[src/rtl/plic_pkg.sv]
// plic_pkg: shared gateway state type, register offsets and build-time defaults.
`ifndef PLIC_NUM_SOURCES
`define PLIC_NUM_SOURCES 32
`endif
`ifndef PLIC_AXI_ADDR_WIDTH
`define PLIC_AXI_ADDR_WIDTH 32
`endif
`ifndef PLIC_GW_BASE_ADDR
`define PLIC_GW_BASE_ADDR 32'h0000_1000
`endif
package plic_pkg;
  typedef enum logic [1:0] {GW_IDLE, GW_PEND, GW_SERV} gw_state_e;
  localparam logic [7:0] GW_TRIG_OFS     = 8'h00;
  localparam logic [7:0] GW_POL_OFS      = 8'h04;
  localparam logic [7:0] GW_PEND_OFS     = 8'h08;
  localparam logic [7:0] GW_SERV_OFS     = 8'h0C;
  localparam logic [7:0] GW_CLAIM_OFS    = 8'h10;
  localparam logic [7:0] GW_COMPLETE_OFS = 8'h14;
endpackage

[src/rtl/plic_gw_src.sv]
// plic_gw_src: one interrupt source - synchroniser, polarity, edge detect,
// pending/in-service FSM and saturating edge counter.
module plic_gw_src
  import plic_pkg::*;
#(
  parameter int SYNC_STAGES = 2,
  parameter int EDGE_CNT_W  = 4
) (
  input  logic clk,
  input  logic rst_n,
  input  logic i_raw,
  input  logic i_trig,
  input  logic i_pol,
  input  logic i_pol_nxt,
  input  logic i_cfg_chg,
  input  logic i_claim,
  input  logic i_complete,
  output logic o_pending,
  output logic o_serv
);
  localparam logic [EDGE_CNT_W-1:0] CNT_ONE = EDGE_CNT_W'(1);
  localparam logic [EDGE_CNT_W-1:0] CNT_MAX = '1;
  logic [SYNC_STAGES-1:0] r_sync;
  logic r_req, r_req_d;
  logic [EDGE_CNT_W-1:0] r_cnt;
  gw_state_e r_state;
  logic w_edge, w_inc, w_requeue;
  assign w_edge    = r_req & ~r_req_d;
  assign w_inc     = i_trig && w_edge && r_cnt != CNT_MAX;
  assign w_requeue = i_trig && (r_cnt != '0 || w_edge);
  assign o_serv    = r_state == GW_SERV;
  always_ff @(posedge clk or negedge rst_n) begin
    if (!rst_n) begin
      r_sync    <= '0;
      r_req     <= 1'b0;
      r_req_d   <= 1'b0;
      r_cnt     <= '0;
      r_state   <= GW_IDLE;
      o_pending <= 1'b0;
    end else begin
      r_sync <= {r_sync[SYNC_STAGES-2:0], i_raw};
      if (i_cfg_chg) begin
        // reload both req stages with the new polarity so no false edge appears
        r_req     <= r_sync[SYNC_STAGES-1] ^ i_pol_nxt;
        r_req_d   <= r_sync[SYNC_STAGES-1] ^ i_pol_nxt;
        r_cnt     <= '0;
        r_state   <= GW_IDLE;
        o_pending <= 1'b0;
      end else begin
        r_req   <= r_sync[SYNC_STAGES-1] ^ i_pol;
        r_req_d <= r_req;
        case (r_state)
          GW_IDLE: if (i_trig ? w_edge : r_req) begin
            r_state   <= GW_PEND;
            o_pending <= 1'b1;
          end
          GW_PEND: begin
            if (w_inc) r_cnt <= r_cnt + CNT_ONE;
            if (!i_trig && !r_req) begin
              r_state   <= GW_IDLE;
              o_pending <= 1'b0;
            end else if (i_claim) begin
              r_state   <= GW_SERV;
              o_pending <= 1'b0;
            end
          end
          GW_SERV: if (i_complete) begin
            r_state   <= w_requeue ? GW_PEND : GW_IDLE;
            o_pending <= w_requeue;
            if (i_trig && r_cnt != '0) r_cnt <= r_cnt - {{(EDGE_CNT_W-1){1'b0}}, ~w_edge};
          end else if (w_inc) r_cnt <= r_cnt + CNT_ONE;
          default: begin
            r_state   <= GW_IDLE;
            o_pending <= 1'b0;
          end
        endcase
      end
    end
  end
endmodule

[src/rtl/plic_gateway.sv]
// plic_gateway: interrupt gateway in front of plic - config registers, claim/complete
// decode and read mux around NUM_SOURCES per-source gateways.
module plic_gateway
  import plic_pkg::*;
#(
  parameter int NUM_SOURCES = `PLIC_NUM_SOURCES,
  parameter int ADDR_WIDTH  = `PLIC_AXI_ADDR_WIDTH,
  parameter int SYNC_STAGES = 2,
  parameter int EDGE_CNT_W  = 4,
  parameter logic [ADDR_WIDTH-1:0] GW_BASE_ADDR = ADDR_WIDTH'(`PLIC_GW_BASE_ADDR)
) (
  input  logic                   clk,
  input  logic                   rst_n,
  input  logic [ADDR_WIDTH-1:0]  i_waddr,
  input  logic [31:0]            i_wdata,
  input  logic [3:0]             i_wstrb,
  input  logic                   i_wen,
  input  logic [ADDR_WIDTH-1:0]  i_raddr,
  output logic [31:0]            o_rdata,
  input  logic [NUM_SOURCES-1:0] i_irq_raw,
  output logic [NUM_SOURCES-1:0] o_irq_pending
);
  function automatic logic [ADDR_WIDTH-1:0] addr_of(input logic [7:0] ofs);
    return GW_BASE_ADDR + ADDR_WIDTH'(ofs);
  endfunction
  logic [31:0] w_mask, w_trig_full, w_pol_full;
  logic [NUM_SOURCES-1:0] r_trig, r_pol, w_trig_nxt, w_pol_nxt, w_chg, w_claim, w_complete, w_serv;
  logic w_trig_wr, w_pol_wr, w_claim_wr, w_complete_wr;
  assign w_mask        = {{8{i_wstrb[3]}}, {8{i_wstrb[2]}}, {8{i_wstrb[1]}}, {8{i_wstrb[0]}}};
  assign w_trig_wr     = i_wen && i_waddr == addr_of(GW_TRIG_OFS);
  assign w_pol_wr      = i_wen && i_waddr == addr_of(GW_POL_OFS);
  assign w_claim_wr    = i_wen && i_wstrb[0] && i_waddr == addr_of(GW_CLAIM_OFS);
  assign w_complete_wr = i_wen && i_wstrb[0] && i_waddr == addr_of(GW_COMPLETE_OFS);
  assign w_trig_full   = (32'(r_trig) & ~w_mask) | (i_wdata & w_mask);
  assign w_pol_full    = (32'(r_pol) & ~w_mask) | (i_wdata & w_mask);
  assign w_trig_nxt    = w_trig_wr ? w_trig_full[NUM_SOURCES-1:0] : r_trig;
  assign w_pol_nxt     = w_pol_wr ? w_pol_full[NUM_SOURCES-1:0] : r_pol;
  assign w_chg         = (w_trig_nxt ^ r_trig) | (w_pol_nxt ^ r_pol);
  always_ff @(posedge clk or negedge rst_n) begin
    if (!rst_n) begin
      r_trig <= '0;
      r_pol  <= '0;
    end else begin
      r_trig <= w_trig_nxt;
      r_pol  <= w_pol_nxt;
    end
  end
  for (genvar g = 0; g < NUM_SOURCES; g++) begin : g_src
    assign w_claim[g]    = w_claim_wr && i_wdata[7:0] == 8'(g);
    assign w_complete[g] = w_complete_wr && i_wdata[7:0] == 8'(g);
    plic_gw_src #(.SYNC_STAGES(SYNC_STAGES), .EDGE_CNT_W(EDGE_CNT_W)) u_src (
      .clk        (clk),
      .rst_n      (rst_n),
      .i_raw      (i_irq_raw[g]),
      .i_trig     (r_trig[g]),
      .i_pol      (r_pol[g]),
      .i_pol_nxt  (w_pol_nxt[g]),
      .i_cfg_chg  (w_chg[g]),
      .i_claim    (w_claim[g]),
      .i_complete (w_complete[g]),
      .o_pending  (o_irq_pending[g]),
      .o_serv     (w_serv[g])
    );
  end
  assign o_rdata = i_raddr == addr_of(GW_TRIG_OFS) ? 32'(r_trig) :
                   i_raddr == addr_of(GW_POL_OFS)  ? 32'(r_pol) :
                   i_raddr == addr_of(GW_PEND_OFS) ? 32'(o_irq_pending) :
                   i_raddr == addr_of(GW_SERV_OFS) ? 32'(w_serv) : 32'h0;
endmodule
[config.mk]
export PLATFORM = sky130hd
export DESIGN_NAME = plic_gateway
export DESIGN_NICKNAME = d
export VERILOG_FILES = /design/src/rtl/plic_pkg.sv /design/src/rtl/plic_gw_src.sv /design/src/rtl/plic_gateway.sv
export SDC_FILE = /design/constraint.sdc
export NUM_CORES = 1
export LEC_CHECK = 0
export BUFFER_PORTS_ARGS = -buffer_cell sky130_fd_sc_hd__buf_2
export CORE_MARGIN = 2
export CORE_UTILIZATION = 58
export DETAILED_ROUTE_END_ITERATION = 10
export PLACE_DENSITY = 0.8
export SYNTH_ARGS = -nofsm -noshare
export SYNTH_HDL_FRONTEND = slang
export SYNTH_SLANG_ARGS = --single-unit
[constraint.sdc]
create_clock -name clk -period 6.4 [get_ports clk]
set_clock_uncertainty 0.1 [all_clocks]
set_input_delay 0.96 -clock clk [delete_from_list [all_inputs] [get_ports clk]]
set_output_delay 0.96 -clock clk [all_outputs]
set_load 0.05 [all_outputs]
==> summary.md, run 1 <==
| Metric | Value |
|---|---|
| CTS tree | yes |
| Synth Instances | 3073 |
| Critical Path Fanout Max | 13 |
| Core footprint | 48600 µm² |
| #FFs+latches synth | 416 |
| Htree depth | 2 |
| Layout Utilization | 0.645 |
| Critical path type | primary input to register |
| Multiplexer share of the synthesized area | 0.0993 |
| Power per cell area | 254 nW/µm² |
| GR Util met3 | 0.0670 |
| Data arrival, critical path | 4.82 ns |
| Total CTS buffers | 48 |
| Ratio of cells with drive above 1 in the final layout | 0.181 |
| Worst skew pair latency | 0.60 ns |
| Outcome | completed |
| NumNets Final | 3443 |
| FP Rows | 81 |
| Port buffer count | 198 |
| Via count | 25584 |
| Post-CTS Setup Repair Bufs | 0 |
| Worst slew pin tran | 1.32 ns |
| DR iter-0 viols | 2668 |
| Final hold vios | 0 |
| Mapped cell area | 28400 µm² |
| TNS Setup | 0 ns |
| Clock sinks | 416 |
| Layout area overhead | 10.7% |
| Main flop type after synthesis | dfrtp_1 |
| Avg Inst Size Synth | 9.23 µm² |
| Max_slew headroom | 0.110 |
| Fin crit period | 4.40 ns |
| Synth Net Count | 3336 |
| Fin crit share | 0.687 |
| First-pass GRT wire length | 131000 µm |
| Die width | 225 µm |
| Setup crit start kind | primary input |
| Overflow after GRT | 0 |
| Post-DRT Antenna Nets | 0 |
| Setup-failing EPs final | 0 |
| Commonest non-fill, non-tap cell in the layout | dfrtp_1 |
| Slew Limit Fails | 0 |
| Leak | 0.0132 µW |
| Worst hold slack | 0.244 ns |
| Async set or reset register ratio after synthesis | 1.00 |
| Adder-Cell Fraction of Synth Area | 0.0565 |
| Clk buf depth | 3 |
| Initial antenna violation count | 5 |
| Req. time, crit path | 6.82 ns |
| XOR/XNOR share of the synthesized area | 0.0216 |
| Root Driver | clkbuf_16 |
| Reg clk slew, reported paths | 0.06 ns |
| Compound-Gate Fraction of Synth Area | 0.170 |
| GRT Util Overall | 0.324 |
| Yosys cell types | 87 |
| First-pass DRT Iterations | 7 |
| Die area | 50700 µm² |
| Commonest non-fill, non-tap cells in the layout | dfrtp_1, nand2_1, buf_2 |
| Vias in the first global route | 24952 |
| CTS Hold Buffers Added | 0 |
| Routed WL per cell | 21.6 µm |
| Hold Path Class | register to register |
| Peak Freq | 0.227 GHz |
| Drt drc | 0 |
| GR Util met1 | 0.411 |
| GRT Max-Usage Layer | met2 |
| Routability cong. | 0.961 |
| Largest net degree at the start of global routing | 162 |
| GR Layer Usage met2 | 0.530 |
| Max VDD drop | 216 µV |
| Chip height | 225 µm |
| # IOs | 199 |
| Post-CTS sizing | 0 |
| Initial Utilization | 0.583 |
| Synth warn | 0 |
| Post-synth EDFFs | 0 |
| Main combinational cell family by area after synthesis | simple AND/OR/NAND/NOR gates |
| Seq/Total Area, Yosys | 0.367 |
| Unrepaired setup endpoints after global routing | no |
| Detailed Place HPWL | 58500 µm |
| Routed vias/inst | 6.66 |
| CP Capture Type | register |
| Max-Cap Viols | 0 |
| Simple-gate share of the synthesized area | 0.233 |
| Routed wire length | 83200 µm |
-- kinds of logic after synthesis --
kind of cell	count (synthesis)
DFF	416
buffers and inverters	344
muxes	227
AOI/OAI and AO/OA	709
and+or+nand+nor	1179
adders and majority gates	128
xor gates and xnor gates	70
-- synthesized netlist by cell type, types with 35 or more instances --
library cell / n / area [µm²]
buf_4: 37 / 278
nand4_1: 68 / 425
or3_1: 40 / 250
nor4_1: 37 / 231
clkbuf_1: 91 / 342
xor2_1: 37 / 324
nand2b_1: 55 / 344
a211oi_1: 35 / 263
nor3_1: 67 / 335
nand2_1: 276 / 1040
mux2i_1: 80 / 801
ha_1: 128 / 1600
mux2_2: 111 / 1250
a31o_2: 43 / 377
a31oi_1: 90 / 563
dfrtp_1: 416 / 10400
nor2b_1: 114 / 713
a21oi_1: 164 / 821
inv_1: 169 / 634
nor2_1: 188 / 706
nand3_1: 113 / 566
o21ai_0: 95 / 475
-- worst max-delay path: stages --
cell and delay [ns]:
buf_2 0.20, nor4_1 0.74, nand3_1 0.90, buf_4 0.53
nor4_2 0.61, mux2_2 0.42, or3_1 0.30, a21oi_1 0.14
-- state kept, by name, indices dropped and copies added, names as in the netlist --
name                   count
g_src.u_src.o_pending     32
g_src.u_src.r_cnt        128
g_src.u_src.r_req         32
g_src.u_src.r_req_d       32
g_src.u_src.r_state       64
g_src.u_src.r_sync        64
r_pol                     32
r_trig                    32
-- path summary, 6_finish.rpt --
path	startpoint	endpoint	slack, ns	depth (start not counted)
max	i_wdata[4]	g_src[7].u_src.r_cnt[3]$_DFFE_PN0P_	2.00	8
min	g_src[30].u_src.r_sync[0]$_DFF_PN0_	g_src[30].u_src.r_sync[1]$_DFF_PN0_	0.24	0
max reg2reg	g_src[27].u_src.r_state[0]$_DFFE_PN0P_	g_src[27].u_src.r_cnt[3]$_DFFE_PN0P_	3.66	6
min reg2reg	g_src[30].u_src.r_sync[0]$_DFF_PN0_	g_src[30].u_src.r_sync[1]$_DFF_PN0_	0.24	0
max in group asynchronous	rst_n	g_src[16].u_src.r_state[1]$_DFFE_PN0P_	4.58	2
min in group asynchronous	rst_n	g_src[25].u_src.r_state[0]$_DFFE_PN0P_	0.28	1
-- where the power goes --
group / switching (µW) / leakage (µW) / total [µW] / internal, µW
Clock: 1150 / 0.000851 / 2990 / 1850
Sequential: 260 / 0.00511 / 3130 / 2870
Combinational: 1180 / 0.00727 / 1860 / 676
Total: 2590 / 0.0132 / 7980 / 5400
-- cell type report --
cell class,count,area (µm²)
well taps,622,778
clock buffers,72,1450
multi-input cells,2313,16500
clock inverters,16,267
inverters,170,638
diodes,3,7.51
fillers,3846,17300
flip-flops and latches,416,10400
repair buffers,231,1290
-- stage by stage --
| stage | total power, µW | std cells | setup WS (ns) | cell area, µm² |
|---|---|---|---|---|
| 4_1_cts | 7990 | 3840 | 2.12 | 31400 |
| 6_report | 7980 | 3843 | 2.00 | 31400 |
| 5_1_grt | 8300 | 3841 | 1.87 | 31400 |
| 3_5_place_dp | 5000 | 3752 | 1.61 | 29700 |
| 2_1_floorplan | 4580 | 3073 | 2.59 | 28400 |
| 3_3_place_gp | 4920 | 3752 | 1.67 | 29700 |
-- routing by layer --
metal  vias to the layer above  wire (µm)
met5                         -         34
li1                      11558          -
met1                     12497      32900
met4                         6       4020
met3                       266       7460
met2                      1257      38700
Note: power is estimated with default switching activity, not from simulation.
==> run 2: changes to the inputs <==
- CORE_UTILIZATION: 58 -> 56
- PLACE_DENSITY: 0.8 -> 0.81
- clock period: 6.4 -> 3.9 ns (I/O delays scaled with it)
==> run 2 against run 1 <==
  * Critical endpoint is now g_src[9].u_src.r_cnt[3]$_DFFE_PN0P_
  * Final cell count up 3.6%
  * Wire length increased by 1.7%
  * Critical path type unchanged
  * Critical path depth unchanged
  * Design area rose by 2.3%
  * Worst setup slack got worse by 1.3 ns
  * Via count grew 1.4%
==> summary.md, run 2 (synthesis gave the netlist of run 1 again) <==
| Metric | Value |
|---|---|
| Fill cell count | 4028 |
| Outcome | completed |
| Via count | 25945 |
| Layout area overhead | 13.2% |
| CP max stage delay | 0.81 ns |
| Setup crit start kind | primary input |
| Vias in the first global route | 25776 |
| Metal3 WL | 7160 µm |
| Unrepaired setup endpoints after global routing | no |
| Max-Cap Viols | 0 |
| Cell Area, Placed | 30200 µm² |
| Root Driver | clkbuf_16 |
| Clk pwr share | 0.353 |
| Cell breakdown of the critical path | buf_2 > nor4bb_1 > buf_4 > and2_1 > nand4_1 > o22ai_1 > o21ai_0 > a21oi_1 |
| Chip height | 229 µm |
| Worst slew pin tran | 0.919 ns |
| Routed vias/inst | 6.51 |
| Req. time, crit path | 4.31 ns |
| Biggest regs | g_src.u_src.r_cnt: 128 flops, g_src.u_src.r_state: 64 flops, g_src.u_src.r_sync: 64 flops |
| # IOs | 199 |
| Ratio of cells with drive above 1 in the final layout | 0.192 |
| Fin crit period | 3.18 ns |
| CTS tree | yes |
| Reg clk slew, reported paths | 0.06 ns |
| Critical Path Fanout Max | 27 |
| Overflow after GRT | 0 |
| Logic pwr share | 0.243 |
| Routability cong. | 0.962 |
| Post-DRT Antenna Nets | 0 |
| TNS Setup | 0 ns |
| Max VDD drop | 386 µV |
| Routed wire length | 84600 µm |
| Port buffer count | 198 |
| Power per cell area | 397 nW/µm² |
| First-pass GRT wire length | 136000 µm |
| FF/Latch Area | 10400 µm² |
| Internal power | 8500 µW |
| Hold Path Class | primary input to register |
| Drt drc | 0 |
| NumNets Final | 3537 |
| CP Capture Type | register |
| GRT Util Overall | 0.320 |
| Flop pwr share | 0.403 |
| Routed WL per cell | 21.2 µm |
| DR iter-0 viols | 2354 |
| Leak | 0.0136 µW |
| Top Metal Used | met5 |
| Clk buf depth | 3 |
| Initial antenna violation count | 3 |
| Total CTS buffers | 48 |
| Fin crit share | 0.816 |
| Worst skew pair latency | 0.60 ns |
| Data arrival, critical path | 3.60 ns |
| Post-route met1 wirelength | 34300 µm |
| Slowest-stage cell, CP | nor4bb_1 |
| Core footprint | 50100 µm² |
| First-pass DRT Iterations | 6 |
| Commonest non-fill, non-tap cells in the layout | dfrtp_1, nand2_1, buf_2 |
| Final hold vios | 0 |
| Initial Utilization | 0.566 |
| Cell area after layout | 32100 µm² |
| Die width | 229 µm |
| Peak Freq | 0.314 GHz |
| Sw Share | 0.333 |
| Post-CTS Setup Repair Bufs | 0 |
| Register bank with the most flops | g_src.u_src.r_cnt |
| Die area | 52500 µm² |
| Max_slew headroom | 0.381 |
| Area of the multi-input gates | 16500 µm² |
| Largest net degree at the start of global routing | 103 |
| Htree depth | 2 |
| Slew Limit Fails | 0 |
| Max reg flops | 128 |
| Detailed Place HPWL | 60000 µm |
| Critical path type | primary input to register |
| FP Rows | 82 |
| Met2 wire len | 38700 µm |
| Setup-failing EPs final | 0 |
| Clock sinks | 416 |
| Post-CTS sizing | 0 |
| Commonest non-fill, non-tap cell in the layout | dfrtp_1 |
| Sw power | 4250 µW |
[run 2: changes by cell type in the layout (fill, tap and decap cells not counted)]
cell / change
diode_2: -1
bufinv_16: -4
nor4_1: +1
nand3_4: -1
buf_4: +57
nor4_2: -1
clkinvlp_4: +2
dlygate4sd3_1: +32
clkbuf_8: -7
buf_12: +5
clkinv_2: +2
clkbuf_1: +4
nand3_2: +1
[run 2: area by class of cell]
cell class | instances | share of cell area
antenna | 2 | 0.000156
clock buffer | 69 | 0.0427
clock inverter | 16 | 0.00534
inverter | 170 | 0.0199
multi-input combinational | 2313 | 0.515
sequential | 416 | 0.324
tap | 672 | 0.0262
timing repair buffer | 325 | 0.0666
[run 2: metrics by stage]
stage	instances	util	setup slack (ns)	hold WS, ns	total power (µW)
after CTS	3981	0.641	0.839	0.0139	12800
after global placement	3864	0.604	0.301	0.231	8120
after detailed placement	3864	0.604	0.272	0.236	8220
after global routing	3981	0.641	0.673	0.0220	13300
final	3983	0.641	0.717	0.0345	12800
after floorplan	3073	-	0.836	0.189	7520
[run 2: routing by layer]
layer | GRT usage | up-vias
met3 | 0.0685 | 295
met1 | 0.410 | 12628
met4 | 0.154 | 6
li1 | - | 11735
met5 | 0 | -
met2 | 0.516 | 1281
[run 2: critical path: cells and delay by family]
kind	cells	cell delay, ns
AO/OA/AOI/OAI	3	0.81
buffers and inverters	2	0.81
AND/OR/NAND/NOR	3	1.37
[run 2: power groups by stage]
stage               Combinational [µW]  Clock, µW  Sequential (µW)
floorplan                         2480          0             5040
global placement                  2940          0             5170
detailed placement                3030          0             5200
CTS                               3070       4570             5130
global route                      3360       4740             5190
finish                            3100       4510             5140
[run 2: worst paths after layout]
kind                            slack (ns)                              endpoint                                    from  cells past startpoint
worst min-delay path                  0.03   g_src[19].u_src.r_sync[0]$_DFF_PN0_                           i_irq_raw[19]                      1
min in group asynchronous             0.56    g_src[6].u_src.r_sync[0]$_DFF_PN0_                                   rst_n                      2
worst max register to register        1.29  g_src[18].u_src.r_cnt[3]$_DFFE_PN0P_  g_src[18].u_src.r_state[1]$_DFFE_PN0P_                      6
worst min register to register        0.25   g_src[28].u_src.r_sync[1]$_DFF_PN0_     g_src[28].u_src.r_sync[0]$_DFF_PN0_                      0
worst max-delay path                  0.72   g_src[9].u_src.r_cnt[3]$_DFFE_PN0P_                              i_wdata[3]                      8
max in group asynchronous             2.05  g_src[17].u_src.r_cnt[1]$_DFFE_PN0P_                                   rst_n                      3
[run 2: timing repair]
action	in CTS	in global routing
setup endpoints to repair	0	0
hold endpoints to repair	34	0
hold buffers	32	0
